## src/rtl/pipo_loader_pkg.sv

```systemverilog
// Shared types and helpers for the round-robin PIPO loader.
// The holding state is encoded directly by q_valid.
package pipo_loader_pkg;

  typedef enum logic {
    EMPTY = 1'b0,
    FULL  = 1'b1
  } state_e;

  function automatic int clog2_min1(input int n);
    int r;
    r = 0;
    for (int i = 0; i < 31; i++) begin
      if ((1 << i) < n) r = i + 1;
    end
    return (r < 1) ? 1 : r;
  endfunction

endpackage

```

## src/rtl/pipo_rr_arb.sv

```systemverilog
// Combinational round-robin arbiter.
// The search starts at ptr_i and wraps past NREQ-1.
module pipo_rr_arb
  import pipo_loader_pkg::*;
#(
  parameter int NREQ = 4,
  parameter int SRCW = 2
) (
  input  logic [NREQ-1:0] req_i,
  input  logic [SRCW-1:0] ptr_i,
  output logic [NREQ-1:0] grant_o,
  output logic [SRCW-1:0] grant_idx_o
);

  logic            found;
  logic [SRCW:0]   sum;
  logic [SRCW-1:0] idx;

  always_comb begin
    grant_o     = '0;
    grant_idx_o = '0;
    found       = 1'b0;
    sum         = '0;
    idx         = '0;
    for (int k = 0; k < NREQ; k++) begin
      sum = {1'b0, ptr_i} + (SRCW+1)'(k);
      if (sum >= (SRCW+1)'(NREQ)) begin
        sum = sum - (SRCW+1)'(NREQ);
      end
      idx = sum[SRCW-1:0];
      if (!found && req_i[idx]) begin
        found       = 1'b1;
        grant_o     = '0;
        grant_o[idx] = 1'b1;
        grant_idx_o = idx;
      end
    end
  end

endmodule

```

## src/rtl/pipo_rr_loader.sv

```systemverilog
// Round-robin loader sharing one PIPO holding register.
// Drain and load may happen in the same cycle for full throughput.
module pipo_rr_loader
  import pipo_loader_pkg::*;
#(
  parameter int NREQ  = 4,
  parameter int WIDTH = 4
) (
  input  logic                    clk,
  input  logic                    rstn,
  input  logic [NREQ-1:0]         req_valid,
  input  logic [NREQ*WIDTH-1:0]   req_data,
  output logic [NREQ-1:0]         req_ready,
  output logic [WIDTH-1:0]        q,
  output logic                    q_valid,
  output logic [clog2_min1(NREQ)-1:0] q_src,
  input  logic                    q_ready
);

  localparam int SRCW = clog2_min1(NREQ);

  state_e          state_q, state_d;
  logic [WIDTH-1:0] data_q, data_d;
  logic [SRCW-1:0] src_q, src_d;
  logic [SRCW-1:0] ptr_q, ptr_d;

  logic [NREQ-1:0] grant;
  logic [SRCW-1:0] grant_idx;
  logic            accept;

  pipo_rr_arb #(
    .NREQ (NREQ),
    .SRCW (SRCW)
  ) u_arb (
    .req_i       (req_valid),
    .ptr_i       (ptr_q),
    .grant_o     (grant),
    .grant_idx_o (grant_idx)
  );

  assign accept = rstn
                & ((state_q == EMPTY) | q_ready)
                & (|req_valid);

  assign req_ready = accept ? grant : '0;

  always_comb begin
    state_d = state_q;
    data_d  = data_q;
    src_d   = src_q;
    ptr_d   = ptr_q;
    if (accept) begin
      state_d = FULL;
      data_d  = req_data[grant_idx*WIDTH +: WIDTH];
      src_d   = grant_idx;
      ptr_d   = (grant_idx == SRCW'(NREQ-1))
              ? '0 : grant_idx + SRCW'(1);
    end else if (state_q == FULL && q_ready) begin
      state_d = EMPTY;
    end
  end

  always_ff @(posedge clk) begin
    if (!rstn) begin
      state_q <= EMPTY;
      data_q  <= '0;
      src_q   <= '0;
      ptr_q   <= '0;
    end else begin
      state_q <= state_d;
      data_q  <= data_d;
      src_q   <= src_d;
      ptr_q   <= ptr_d;
    end
  end

  assign q       = data_q;
  assign q_src   = src_q;
  assign q_valid = (state_q == FULL);

endmodule

```

## config.mk

```make
export PLATFORM = sky130hd
export DESIGN_NAME = pipo_rr_loader
export DESIGN_NICKNAME = d
export VERILOG_FILES = /design/src/rtl/pipo_loader_pkg.sv /design/src/rtl/pipo_rr_arb.sv /design/src/rtl/pipo_rr_loader.sv
export SDC_FILE = /design/constraint.sdc
export NUM_CORES = 1
export LEC_CHECK = 0
export CAP_MARGIN = 20
export CORE_ASPECT_RATIO = 1.4
export CORE_MARGIN = 2
export CORE_UTILIZATION = 50
export CTS_CLUSTER_DIAMETER = 50
export DETAILED_ROUTE_END_ITERATION = 8
export HOLD_SLACK_MARGIN = 0.12
export PLACE_DENSITY = 0.84
export SYNTH_ARGS = -nofsm -noshare
export SYNTH_HDL_FRONTEND = slang
export SYNTH_SLANG_ARGS = --single-unit
```

## constraint.sdc

```tcl
create_clock -name clk -period 6.1 [get_ports clk]
set_input_delay 1.22 -clock clk [delete_from_list [all_inputs] [get_ports clk]]
set_output_delay 1.22 -clock clk [all_outputs]
set_load 0.01 [all_outputs]
```

==> tab_implementation.tex <==
\begin{tabular}{lr}
\hline
Metric & Value \\
\hline
\multicolumn{2}{l}{\textbf{Timing}} \\
Time the final worst path needs with I/O delays and setup & $\sim$5.3 ns \\
Layout Skew & 0.00390 ns \\
Total of endpoints with negative setup slack in the final report & 0 \\
Highest clock frequency the design can meet & 0.190 GHz \\
Final-report max-slew violation count & 0 \\
RSZ-0062 raised after global routing & false \\
Final total negative setup slack & 0 ns \\
Worst slew pin tran & between 0.7 and 0.8 ns \\
Final critical-path share of the clock period & between 80 and 90\% \\
Final hold violation count & 0 \\
Max transition margin & between 40\% and 50\% \\
\multicolumn{2}{l}{\textbf{Critical path}} \\
Data arrival at the endpoint of the critical path & 4.04 ns \\
Worst-case register-to-register setup slack & between 2 and 3 ns \\
Origin of the worst setup path & req\_valid[3] \\
Reg2Reg Launch Point & ptr\_q[0] \\
Critical Path RT & 4.88 ns \\
Class of the most critical setup path & in -> out \\
Logic depth of the worst register-to-register path & 9 \\
Critical path fanouts, max & 13 \\
Reg-to-reg critical path endpoint & q[0] \\
Type of element capturing the critical path & primary output \\
Crit path capture & req\_ready[3] \\
Worst Setup Start Kind & input pin \\
\multicolumn{2}{l}{\textbf{Floorplan}} \\
Die outline width & about 44 um \\
Standard cell core area & $\sim$2200 um\^{}2 \\
Top-level port count & 34 \\
Die footprint & 2680 um\^{}2 \\
Initial core utilization & between 50\% and 60\% \\
Die height & 60.5 um \\
Row count & 20 \\
\multicolumn{2}{l}{\textbf{Drt}} \\
DRT antenna net count & 0 \\
First-iteration detailed-routing DRC count & 30 \\
Total wire length & roughly 2700 um \\
Vias/cell & 6.25 \\
DRT Pass-1 Iters & 4 \\
DRC & 0 \\
Routed length per instance & 14.8 um \\
Via count & 1156 \\
\multicolumn{2}{l}{\textbf{Clocking}} \\
\# hold bufs at CTS & 0 \\
Clock network latency to the later pin of the worst-skew pair & 0.26 ns \\
Post-cts sizing count & 0 \\
Sink count of the clock tree & 9 \\
Clock-pin slew of the registers on the worst-case setup and hold paths & around 0.060 ns \\
Clock tree from TritonCTS & yes \\
Number of CTS-inserted buffers & 3 \\
H-tree lvl count & 1 \\
Post-CTS Setup Inserts & 0 \\
Deepest clock path buffer count & 2 \\
Library cell used as clock root buffer & sky130\_fd\_sc\_hd\_\_clkbuf\_4 \\
\multicolumn{2}{l}{\textbf{Global route}} \\
Total global routing overflow & 0 \\
Maximum number of pins on one net before global-route repair & 23 \\
Global-route usage over all layers & around 22\% \\
Via count of the first global-routing pass & 1037 \\
Initial antenna violation count & 0 \\
First-pass GRT wire length & 4590 um \\
\multicolumn{2}{l}{\textbf{Worst hold path}} \\
HP Class & reg -> reg \\
\multicolumn{2}{l}{\textbf{Finish}} \\
Post-synthesis to final-layout area growth & 27.5\% \\
Fin nets & 192 \\
Number of diodes & 0 \\
Share of layout cells above drive strength 1 & about 11\% \\
Final cell count without fillers & 185 \\
\multicolumn{2}{l}{\textbf{Synth}} \\
Synthesized instance count & approximately 140 \\
Average size of a mapped cell & $\sim$8.2 um\^{}2 \\
Synthesized net count & between 150 and 200 \\
Area share of the largest cell type after synthesis & 15.8\% \\
Synthesis Warnings & 0 \\
Post-synthesis cell type with the largest combined area & sky130\_fd\_sc\_hd\_\_dfxtp\_1 \\
Cell area after synthesis & between 1000 and 1500 um\^{}2 \\
Synth area leaders & sky130\_fd\_sc\_hd\_\_dfxtp\_1, sky130\_fd\_sc\_hd\_\_mux4\_2, sky130\_fd\_sc\_hd\_\_ha\_1 \\
Sequential area share after synthesis & between 15 and 20\% \\
Proportion of register bits with asynchronous set or reset after synthesis & 0\% \\
EDFF count, synth & 0 \\
Library cells used by synthesis & between 50 and 60 \\
Dominant register cell in the synthesized netlist & sky130\_fd\_sc\_hd\_\_dfxtp\_1 \\
Post-synthesis register bit count & 9 \\
\multicolumn{2}{l}{\textbf{Placed design}} \\
Placer Congestion & $\sim$0.82 \\
Post-DP HPWL & between 2000 and 2500 um \\
Number of buffers added on ports & 33 \\
Count of placed standard cells including taps & 181 \\
\multicolumn{2}{l}{\textbf{Power and ir drop}} \\
Cell leakage power & around 0.54 nW \\
Worst voltage drop across the vdd grid & about 0.2 mV \\
Power per cell area & between 300 and 400 nW/um\^{}2 \\
\multicolumn{2}{l}{\textbf{Status}} \\
Status & complete, no violations \\
\multicolumn{2}{l}{\textbf{Run}} \\
MaxCap Viol Count & 0 \\
\hline
\end{tabular}
worst min-delay path by stage:
stage | startpoint | endpoint | slack (ns) | cells after the start
6_report | q_src[1] | q_src[1] | 0.46 | 2
5_1_grt | q_src[1] | q_src[1] | 0.49 | 2
4_1_cts | q_src[1] | q_src[1] | 0.47 | 2
3_5_place_dp | q_src[1] | q_src[1] | 0.45 | 2
3_3_place_gp | q_src[1] | q_src[1] | 0.45 | 2
2_1_floorplan | q_src[1] | q_src[1] | 0.48 | 2
stage by stage:
stage	power, mW	area [um^2]	utilization, %	worst slack [ns]	hold WS (ns)
CTS	0.461	1450	66.7	0.865	0.466
detailed placement	0.413	1430	65.5	0.863	0.448
finish	0.462	1450	66.7	0.843	0.461
global placement	0.404	1430	65.5	0.953	0.447
floorplan	0.336	1140	-	2.23	0.478
global route	0.498	1450	66.7	0.676	0.488
cell type report:
type | count | area, um^2
repair buffers | 34 | 338
inverters | 3 | 11.3
fillers | 195 | 726
well taps | 22 | 27.5
clock buffers | 4 | 26.3
flip-flops and latches | 9 | 180
multi-input cells | 113 | 868
cells by family (layout without fill, tap and decap cells):
logic type	Yosys count	in the layout	synth area share [%]
muxes	10	10	12.7
buffers and inverters	17	41	7.91
DFF	9	9	15.8
adders and majority gates	5	5	5.49
AOI/OAI and AO/OA	46	46	33.2
and+or+nand+nor	51	51	24.1
xor gates and xnor gates	1	1	0.769
per-layer routing:
layer  global-route usage (%)  part of all wire, %  wire (um)  vias up
met3                     1.19                  4.1        114        6
met5                        0                    0          0        -
li1                         -                    -          -      573
met2                     41.2                   54       1490       38
met1                     27.0                   40       1110      539
met4                     7.79                  1.3         37        0
power breakdown:
| part | switching [mW] | total, mW | internal (mW) |
|---|---|---|---|
| clock network | 0.0214 | 0.0466 | 0.0252 |
| logic | 0.174 | 0.325 | 0.151 |
| registers | 0.0138 | 0.0908 | 0.0770 |
| total | 0.209 | 0.462 | 0.253 |
registers in the layout, summed over array words and instances (netlist names):
register  flops
q_valid       1
q             4
ptr_q         2
q_src         2
critical path, stage by stage:
cell	delay [ns]
sky130_fd_sc_hd__clkdlybuf4s50_1	0.61
sky130_fd_sc_hd__mux4_2	0.63
sky130_fd_sc_hd__nor2b_2	0.54
sky130_fd_sc_hd__a22oi_1	0.17
sky130_fd_sc_hd__nor2_1	0.14
sky130_fd_sc_hd__a221oi_1	0.06
sky130_fd_sc_hd__nor2_1	0.12
sky130_fd_sc_hd__clkdlybuf4s50_1	0.54
cells in the final DEF (no fill, tap or decap), types with 3 or more instances in the layout:
master                            count
sky130_fd_sc_hd__nand3_1              3
sky130_fd_sc_hd__a22oi_1              4
sky130_fd_sc_hd__a211oi_1             5
sky130_fd_sc_hd__or3_1                3
sky130_fd_sc_hd__a221oi_1             7
sky130_fd_sc_hd__o21ai_1              3
sky130_fd_sc_hd__inv_1                3
sky130_fd_sc_hd__o21bai_1             3
sky130_fd_sc_hd__clkbuf_4             3
sky130_fd_sc_hd__mux4_2               3
sky130_fd_sc_hd__mux2i_1              4
sky130_fd_sc_hd__nor2_1              15
sky130_fd_sc_hd__clkdlybuf4s50_1     33
sky130_fd_sc_hd__nand2_1             15
sky130_fd_sc_hd__a21oi_1              4
sky130_fd_sc_hd__dfxtp_1              9
sky130_fd_sc_hd__a22o_1               3
sky130_fd_sc_hd__ha_1                 5
sky130_fd_sc_hd__a221oi_2             3
synthesized netlist by cell type (2+ instances only):
cell type	number
sky130_fd_sc_hd__nand3_1	3
sky130_fd_sc_hd__nor2_1	15
sky130_fd_sc_hd__a211oi_1	5
sky130_fd_sc_hd__nand2b_1	2
sky130_fd_sc_hd__mux4_2	3
sky130_fd_sc_hd__a221oi_2	3
sky130_fd_sc_hd__a22oi_1	4
sky130_fd_sc_hd__nand3b_1	2
sky130_fd_sc_hd__buf_6	2
sky130_fd_sc_hd__o21ai_1	3
sky130_fd_sc_hd__ha_1	5
sky130_fd_sc_hd__a221oi_1	7
sky130_fd_sc_hd__dfxtp_1	9
sky130_fd_sc_hd__buf_4	2
sky130_fd_sc_hd__buf_2	3
sky130_fd_sc_hd__o21bai_1	3
sky130_fd_sc_hd__a21oi_1	4
sky130_fd_sc_hd__a22o_1	3
sky130_fd_sc_hd__and3b_1	2
sky130_fd_sc_hd__inv_1	3
sky130_fd_sc_hd__mux2i_1	4
sky130_fd_sc_hd__or3_1	3
sky130_fd_sc_hd__clkbuf_1	6
sky130_fd_sc_hd__nand2_1	15
(Power assumes the default switching activity.)
